**config.mk**
```make
export PLATFORM = sky130hd
export DESIGN_NAME = axi_reg_initiator
export DESIGN_NICKNAME = d
export VERILOG_FILES = /design/src/rtl/axi_reg_pkg.sv /design/src/rtl/axi_addr_encoder.sv /design/src/rtl/axi_reg_initiator.sv
export SDC_FILE = /design/constraint.sdc
export NUM_CORES = 1
export LEC_CHECK = 0
export ABC_AREA = 1
export ABC_CLOCK_PERIOD_IN_PS = 7900
export CAP_MARGIN = 10
export CORE_MARGIN = 10
export CORE_UTILIZATION = 35
export CTS_BUF_LIST = sky130_fd_sc_hd__clkbuf_2 sky130_fd_sc_hd__clkbuf_4 sky130_fd_sc_hd__clkbuf_8
export DETAILED_ROUTE_END_ITERATION = 12
export PLACE_DENSITY_LB_ADDON = 0.3
export SYNTH_ARGS = -nofsm -noshare
export SYNTH_HDL_FRONTEND = slang
export SYNTH_SLANG_ARGS = --single-unit
```
**constraint.sdc**
```tcl
create_clock -name clk -period 7.9 [get_ports clk]
set_input_delay 1.58 -clock clk [delete_from_list [all_inputs] [get_ports clk]]
set_output_delay 1.58 -clock clk [all_outputs]
set_load 0.02 [all_outputs]
```
**src/rtl/axi_reg_pkg.sv**
```systemverilog
// axi_reg_pkg: shared response codes, FSM states and bus widths for axi_reg_initiator.
package axi_reg_pkg;
  localparam int DataWidth = 32;
  localparam int StrbWidth = 4;
  typedef enum logic [1:0] {OKAY = 2'b00, EXOKAY = 2'b01, SLVERR = 2'b10, DECERR = 2'b11} resp_e;
  typedef enum logic [2:0] {IDLE, WR_ADDR, WR_RESP, RD_ADDR, RD_DATA, RSP} state_e;
endpackage

```
**src/rtl/axi_addr_encoder.sv**
```systemverilog
// axi_addr_encoder: builds an aligned in-window address from the base tag and a word offset.
module axi_addr_encoder #(
  parameter logic [31:0] BaseAddr = 32'h0,
  parameter int OffsetWidth = 6
) (
  input  logic [OffsetWidth-1:0] offset,
  output logic [31:0]            addr
);
  assign addr = {BaseAddr[31:OffsetWidth+2], offset, 2'b00};
endmodule

```
**src/rtl/axi_reg_initiator.sv**
```systemverilog
// axi_reg_initiator: command/response to single-beat AXI4-Lite reads and writes, one outstanding.
// Optional B/R wait limit and sticky timed_out flag with AXI_REG_INITIATOR_TIMEOUT_EN.
module axi_reg_initiator import axi_reg_pkg::*; #(
  parameter logic [31:0] BaseAddr = 32'h0,
  parameter int OffsetWidth = 6
`ifdef AXI_REG_INITIATOR_TIMEOUT_EN
  , parameter int TimeoutCycles = 1024
`endif
) (
  input  logic                   clk,
  input  logic                   rst,
  input  logic                   cmd_valid,
  output logic                   cmd_ready,
  input  logic                   cmd_write,
  input  logic [OffsetWidth-1:0] cmd_offset,
  input  logic [DataWidth-1:0]   cmd_wdata,
  input  logic [StrbWidth-1:0]   cmd_wstrb,
  output logic                   rsp_valid,
  input  logic                   rsp_ready,
  output logic [DataWidth-1:0]   rsp_rdata,
  output logic [1:0]             rsp_resp,
  output logic                   awvalid,
  input  logic                   awready,
  output logic [31:0]            awaddr,
  output logic [2:0]             awprot,
  output logic                   wvalid,
  input  logic                   wready,
  output logic [DataWidth-1:0]   wdata,
  output logic [StrbWidth-1:0]   wstrb,
  input  logic                   bvalid,
  output logic                   bready,
  input  logic [1:0]             bresp,
  output logic                   arvalid,
  input  logic                   arready,
  output logic [31:0]            araddr,
  output logic [2:0]             arprot,
  input  logic                   rvalid,
  output logic                   rready,
  input  logic [DataWidth-1:0]   rdata,
  input  logic [1:0]             rresp
`ifdef AXI_REG_INITIATOR_TIMEOUT_EN
  , output logic                 timed_out
`endif
);
  state_e state_q, state_d;
  logic cmd_ready_q, cmd_ready_d, rsp_valid_q, rsp_valid_d;
  logic awvalid_q, awvalid_d, wvalid_q, wvalid_d, arvalid_q, arvalid_d;
  logic bready_q, bready_d, rready_q, rready_d;
  logic [31:0] addr_q, addr_d, enc_addr;
  logic [DataWidth-1:0] wdata_q, wdata_d, rsp_rdata_q, rsp_rdata_d;
  logic [StrbWidth-1:0] wstrb_q, wstrb_d;
  logic [1:0] rsp_resp_q, rsp_resp_d;
`ifdef AXI_REG_INITIATOR_TIMEOUT_EN
  logic [31:0] cnt_q, cnt_d;
  logic timed_out_q, timed_out_d;
  assign timed_out = timed_out_q;
`endif
  axi_addr_encoder #(.BaseAddr(BaseAddr), .OffsetWidth(OffsetWidth)) u_enc (
    .offset(cmd_offset),
    .addr  (enc_addr)
  );
  assign cmd_ready = cmd_ready_q;
  assign rsp_valid = rsp_valid_q;
  assign rsp_rdata = rsp_rdata_q;
  assign rsp_resp  = rsp_resp_q;
  assign awvalid   = awvalid_q;
  assign wvalid    = wvalid_q;
  assign arvalid   = arvalid_q;
  assign bready    = bready_q;
  assign rready    = rready_q;
  assign awaddr    = addr_q;
  assign araddr    = addr_q;
  assign wdata     = wdata_q;
  assign wstrb     = wstrb_q;
  assign awprot    = 3'b000;
  assign arprot    = 3'b000;
  // Each valid/ready holds until its own handshake; a late B/R after a timeout drains the same way.
  always_comb begin
    state_d     = state_q;
    addr_d      = addr_q;
    wdata_d     = wdata_q;
    wstrb_d     = wstrb_q;
    rsp_rdata_d = rsp_rdata_q;
    rsp_resp_d  = rsp_resp_q;
    awvalid_d   = awvalid_q & ~awready;
    wvalid_d    = wvalid_q & ~wready;
    arvalid_d   = arvalid_q & ~arready;
    bready_d    = bready_q & ~bvalid;
    rready_d    = rready_q & ~rvalid;
    rsp_valid_d = rsp_valid_q & ~rsp_ready;
`ifdef AXI_REG_INITIATOR_TIMEOUT_EN
    timed_out_d = timed_out_q;
    cnt_d       = (state_q == WR_RESP || state_q == RD_DATA) ? cnt_q + 32'd1 : '0;
`endif
    case (state_q)
      IDLE: if (cmd_valid && cmd_ready_q) begin
        state_d   = cmd_write ? WR_ADDR : RD_ADDR;
        addr_d    = enc_addr;
        wdata_d   = cmd_wdata;
        wstrb_d   = cmd_wstrb;
        awvalid_d = cmd_write;
        wvalid_d  = cmd_write;
        arvalid_d = !cmd_write;
      end
      WR_ADDR: if (!awvalid_d && !wvalid_d) begin
        state_d  = WR_RESP;
        bready_d = 1'b1;
      end
      WR_RESP: if (bvalid) begin
        state_d     = RSP;
        rsp_valid_d = 1'b1;
        rsp_resp_d  = bresp;
        rsp_rdata_d = '0;
      end
      RD_ADDR: if (arready) begin
        state_d  = RD_DATA;
        rready_d = 1'b1;
      end
      RD_DATA: if (rvalid) begin
        state_d     = RSP;
        rsp_valid_d = 1'b1;
        rsp_resp_d  = rresp;
        rsp_rdata_d = rdata;
      end
      RSP: if (rsp_ready) state_d = IDLE;
      default: state_d = IDLE;
    endcase
`ifdef AXI_REG_INITIATOR_TIMEOUT_EN
    if (((state_q == WR_RESP && !bvalid) || (state_q == RD_DATA && !rvalid)) &&
        cnt_q == 32'(TimeoutCycles - 1)) begin
      state_d     = RSP;
      rsp_valid_d = 1'b1;
      rsp_resp_d  = SLVERR;
      rsp_rdata_d = '0;
      timed_out_d = 1'b1;
    end
`endif
    cmd_ready_d = state_d == IDLE && !bready_d && !rready_d;
  end
  always_ff @(posedge clk or posedge rst) begin
    if (rst) begin
      state_q     <= IDLE;
      cmd_ready_q <= 1'b0;
      rsp_valid_q <= 1'b0;
      awvalid_q   <= 1'b0;
      wvalid_q    <= 1'b0;
      arvalid_q   <= 1'b0;
      bready_q    <= 1'b0;
      rready_q    <= 1'b0;
      addr_q      <= '0;
      wdata_q     <= '0;
      wstrb_q     <= '0;
      rsp_rdata_q <= '0;
      rsp_resp_q  <= '0;
`ifdef AXI_REG_INITIATOR_TIMEOUT_EN
      cnt_q       <= '0;
      timed_out_q <= 1'b0;
`endif
    end else begin
      state_q     <= state_d;
      cmd_ready_q <= cmd_ready_d;
      rsp_valid_q <= rsp_valid_d;
      awvalid_q   <= awvalid_d;
      wvalid_q    <= wvalid_d;
      arvalid_q   <= arvalid_d;
      bready_q    <= bready_d;
      rready_q    <= rready_d;
      addr_q      <= addr_d;
      wdata_q     <= wdata_d;
      wstrb_q     <= wstrb_d;
      rsp_rdata_q <= rsp_rdata_d;
      rsp_resp_q  <= rsp_resp_d;
`ifdef AXI_REG_INITIATOR_TIMEOUT_EN
      cnt_q       <= cnt_d;
      timed_out_q <= timed_out_d;
`endif
    end
  end
endmodule

```
Word level (Yosys, flattened, before mapping)

Index checks and enable logic that the tools add are counted.

Flip-flop bits (word level): 86
Input bits: 88
Output and inout port bits: 147
Word-level logic and storage cells: 73

Bitwise operators: 12
Reductions and logical operators: 14
Mux-type cells: 27
Equal/unequal tests: 7

Operator list:

| kind               | count |
|---|---|
| $mux 32            | 2 |
| $pmux 32 s2        | 1 |
| $mux 3             | 6 |
| $pmux 3 s6         | 1 |
| $mux 1             | 12 |
| $and 1x1->1        | 6 |
| $eq 3x2->1 const B | 2 |
| $eq 3x3->1 const B | 2 |
| $logic_not 3->1    | 2 |
| $mux 2             | 3 |
| $not 1->1          | 6 |
| $logic_not 1->1    | 5 |
| $logic_and 1x1->1  | 4 |
| $ne 2x2->1 const B | 2 |
| $pmux 2 s2         | 1 |
| $eq 3x1->1 const B | 1 |
| $reduce_and 3->1   | 1 |
| $pmux 1 s2         | 1 |
| $reduce_and 2->1   | 1 |
| $reduce_bool 2->1  | 1 |

Logic depth before layout (Yosys ltp)

Word-level depth: 9
Gate-level depth with buffers: 9
Depth with buffers taken out: 9

Modules after synthesis

Synthesis repeated with hierarchy kept, for this count alone.

Cells, all modules: 579
Area, all modules: 4973.5 um2

Modules (own cells, without submodules):

| module            | cells each | instances | seq. area each (um2) | area each (um2) |
|---|---|---|---|---|
| axi_reg_initiator | 546        | 1         | 2802.7               | 4729.5 |
| axi_addr_encoder  | 33         | 1         | 0.0                  | 244.0 |

Worst setup path before layout

OpenSTA, ideal clock, no wires.

Kind: input-to-reg
From: input bvalid
To: register rsp_rdata_q[10] (netlist: rsp_rdata[10])
Data required time: 7.783 ns
Buffers on the path: 1
Arrival: 2.141 ns
Slack: 5.642 ns
Setup time: 0.117 ns
Stages on the path: 6
Cells stage by stage: nand4_2 > nand2_4 > inv_2 > buf_6 > nand2_1 > nand2_1

Cells in the longest elaborated chain, start to end: 2

RTL lines:

| item                       | RTL line                 | source |
|---|---|---|
| start: declaration         | axi_reg_initiator.sv:30  | `input logic bvalid,` |
| $ne 2x2->1 (no line)       | --                       |  |
| $reduce_and 3->1 (no line) | --                       |  |
| end signal: assignment     | axi_reg_initiator.sv:171 | `rsp_rdata_q <= rsp_rdata_d;` |
| end: declaration           | axi_reg_initiator.sv:50  | `logic [DataWidth-1:0] wdata_q, wdata_d, rsp_rdata_q, rsp_rdata_d;` |

No other way between the ends.
A chain may end at the register's enable or synchronous reset.

Worst setup path in the final report

From: register cmd_ready_q (netlist: cmd_ready)
To: output cmd_ready

RTL lines:

| item                     | RTL line                 | source |
|---|---|---|
| start: declaration       | axi_reg_initiator.sv:46  | `logic cmd_ready_q, cmd_ready_d, rsp_valid_q, rsp_valid_d;` |
| start signal: assignment | axi_reg_initiator.sv:161 | `cmd_ready_q <= cmd_ready_d;` |
| end: declaration         | axi_reg_initiator.sv:13  | `output logic cmd_ready,` |

No word-level cell between the ends.

==> run_results.csv <==
group,metric,value,unit
layout,stdcell_count,779,
sta,tns,0,ns
route,wire_per_inst,14.7,um
pwr,leakage,0.00301,uW
synth,synthFlopType,"dfrtp_1",
sta,slew_headroom,0.273,
worst_setup_path,end_kind,"output pin",
place,hpwl,8790,um
worst_setup_path,ff2ff_setup_slack,6.09,ns
place,dpl_cell_area,0.00562,mm^2
sta,finalHoldViolCount,0,
place,dpl.cell_count,763,
worst_setup_path,arrival,1.45,ns
synth,synthTopCellsByArea,"dfrtp_1 (53%), buf_4 (13%), nand2_1 (12%), inv_1 (5.2%), nand3_1 (4.4%)",
synth,synth_area_leader_cell,"dfrtp_1",
worst_setup_path,max_stage_delay,0.65,ns
route,drt_pre_antenna_iters,4,
job,drv_cap,0,
layout,antennaDiodeCount,0,
clock_tree,cts-hold-fix-buffers,0,
worst_setup_path,path_max_fanout,4,
synth,syn-cell-area,0.00408,mm^2
synth,synth_edf_count,0,
clock_tree,clkLatencyLatePin,0.36,ns
route,post-route-drc-count,0,
global_route,antenna_found_initial,0,
clock_tree,clock-sinks,86,
pwr,p_per_area,383,mW/mm^2
clock_tree,clk_pin_slew,0.08,ns
synth,synth-async-reset-ratio,1.00,
synth,syn_inst,468,
synth,post-synth-top-count-cell,"nand2_1",
clock_tree,cts_buffers,9,
floorplan,rows,39,
global_route,grt_max_degree,89,
floorplan,dieWidth,128,um
sta,rsz0062_at_grt,"false",
sta,period_minus_slack,3.03,ns
layout,post-route-cell-area,0.00586,mm^2
global_route,grt_overflow,0,
synth,synth_cell_types,23,
sta,min_period_over_period,0.383,
place,port_buffers,176,
worst_hold_path,hold_class,"reg -> reg",
clock_tree,cts_setup_buffers,0,
floorplan,io_pins,235,
clock_tree,cts_max_level,3,
sta,finalSetupViolations,0,
sta,tightest_slew,1.09,ns
global_route,grt_pass1_wl,17800,um
clock_tree,cts-root-buf,"clkbuf_8",
worst_setup_path,crit_chain,"clkdlybuf4s50_1",
global_route,grtUsageTotal,0.135,
clock_tree,tritoncts,"done",
floorplan,fp.coreArea,0.0114,mm^2
synth,synth.top_cells.by_count,"nand2_1 (135), dfrtp_1 (86), buf_4 (71), inv_1 (57), nand3_1 (36)",
synth,ys_seq_area_frac,0.528,
place,gp_congestion,0.788,
synth,syn_avg_cell_area,8.71,um^2
route,avgViaCountPerCell,4.28,
route,first_iter_violations,197,
worst_setup_path,worst_path_max_delay_cell,"clkdlybuf4s50_1",
route,routed_wl,11400,um
layout,layout-drive-gt1-share,0.0519,
worst_setup_path,path_buf_inv,1,
global_route,grt_pass1_vias,3466,
worst_setup_path,required,6.32,ns
clock_tree,clockBufferDepth,2,
worst_setup_path,crit_path_start_kind,"flop",
sta,slew_viol_final,0,
run_status,status,"completed",
floorplan,start_util,0.357,
worst_setup_path,path_class,"reg -> out",
clock_tree,cts_resized,0,
floorplan,die_area,0.0164,mm^2
layout,area_growth,43.8,%
route,antenna_left,0,
sta,finalClockSkew,0.00386,ns
worst_setup_path,path_delay_family,"buffers and inverters",
layout,num-nets-final,719,
synth,ys_seq_elements,86,
sta,fmax,330,MHz
floorplan,die_h,128,um
route,num_vias,3336,
synth,ys_warn_count,0,
synth,synth_top_cell_area_share,0.528,
pwr,ir_drop,0.210,mV
-- metal layers --
layer / track usage / routed length [um] / vias to the layer above
met2: 0.196 / 4830 / 168
met4: 0.0536 / 175 / 0
li1: - / - / 1633
met3: 0.0910 / 1910 / 12
met1: 0.153 / 4500 / 1523
met5: 0 / 0 / -
-- state kept, by name, indices dropped and copies added, names as in the netlist, 2 cells and up --
name / count
araddr: 6
rsp_rdata: 32
wstrb: 4
wdata: 32
state_q: 3
rsp_resp: 2
-- cells in the final DEF, fill, tap and decap left out --
master	instances
clkbuf_4	1
dfrtp_1	86
nand4_2	1
o21ai_2	5
clkbuf_8	12
clkdlybuf4s50_1	176
buf_4	2
o21ai_0	25
nand3_1	36
bufinv_16	2
nor3_1	1
a21oi_1	2
nor2_1	10
inv_1	56
nor2_4	1
conb_1	58
o21ai_1	15
clkinv_2	2
nand2_4	1
nand4_4	1
nand3_2	1
inv_2	4
a31oi_1	2
nand4_1	1
nand2_1	135
-- logic make-up after synthesis --
family,synth area share
DFF,0.528
and+or+nand+nor,0.197
AOI/OAI and AO/OA,0.0654
buffers and inverters,0.209
other,0.000920
-- power breakdown --
part	switching, uW	total [uW]	internal, uW
Clock	150	357	207
Combinational	626	1120	494
Sequential	127	766	639
-- cell type report --
class	count	area (um^2)
fill	1109	5560
sequential	86	2150
timing repair buffer	178	1780
multi-input combinational	295	1290
inverter	61	230
tap	143	179
clock buffer	13	173
clock inverter	3	65.1
-- per-stage QoR --
step	hold WS [ns]	setup slack [ns]	power, uW	utilization
after floorplan	0.584	4.10	1400	-
after global placement	0.462	4.66	1890	0.493
after detailed placement	0.464	4.62	1910	0.493
after CTS	0.486	4.83	2280	0.513
after global routing	0.501	4.79	2400	0.513
final	0.482	4.87	2240	0.513
-- final timing paths --
path	start	end	depth (start not counted)
setup / recovery	cmd_ready$_DFF_PP0_	cmd_ready	1
hold / removal	rsp_rdata[29]$_DFFE_PP0P_	rsp_rdata[29]$_DFFE_PP0P_	2
setup reg to reg	state_q[1]$_DFF_PP0_	rsp_rdata[5]$_DFFE_PP0P_	6
hold reg to reg	rsp_rdata[29]$_DFFE_PP0P_	rsp_rdata[29]$_DFFE_PP0P_	2
max in group asynchronous	rst	rsp_rdata[26]$_DFFE_PP0P_	3
min in group asynchronous	rst	rsp_rdata[0]$_DFFE_PP0P_	3
Note: power is estimated with default switching activity, not from simulation.
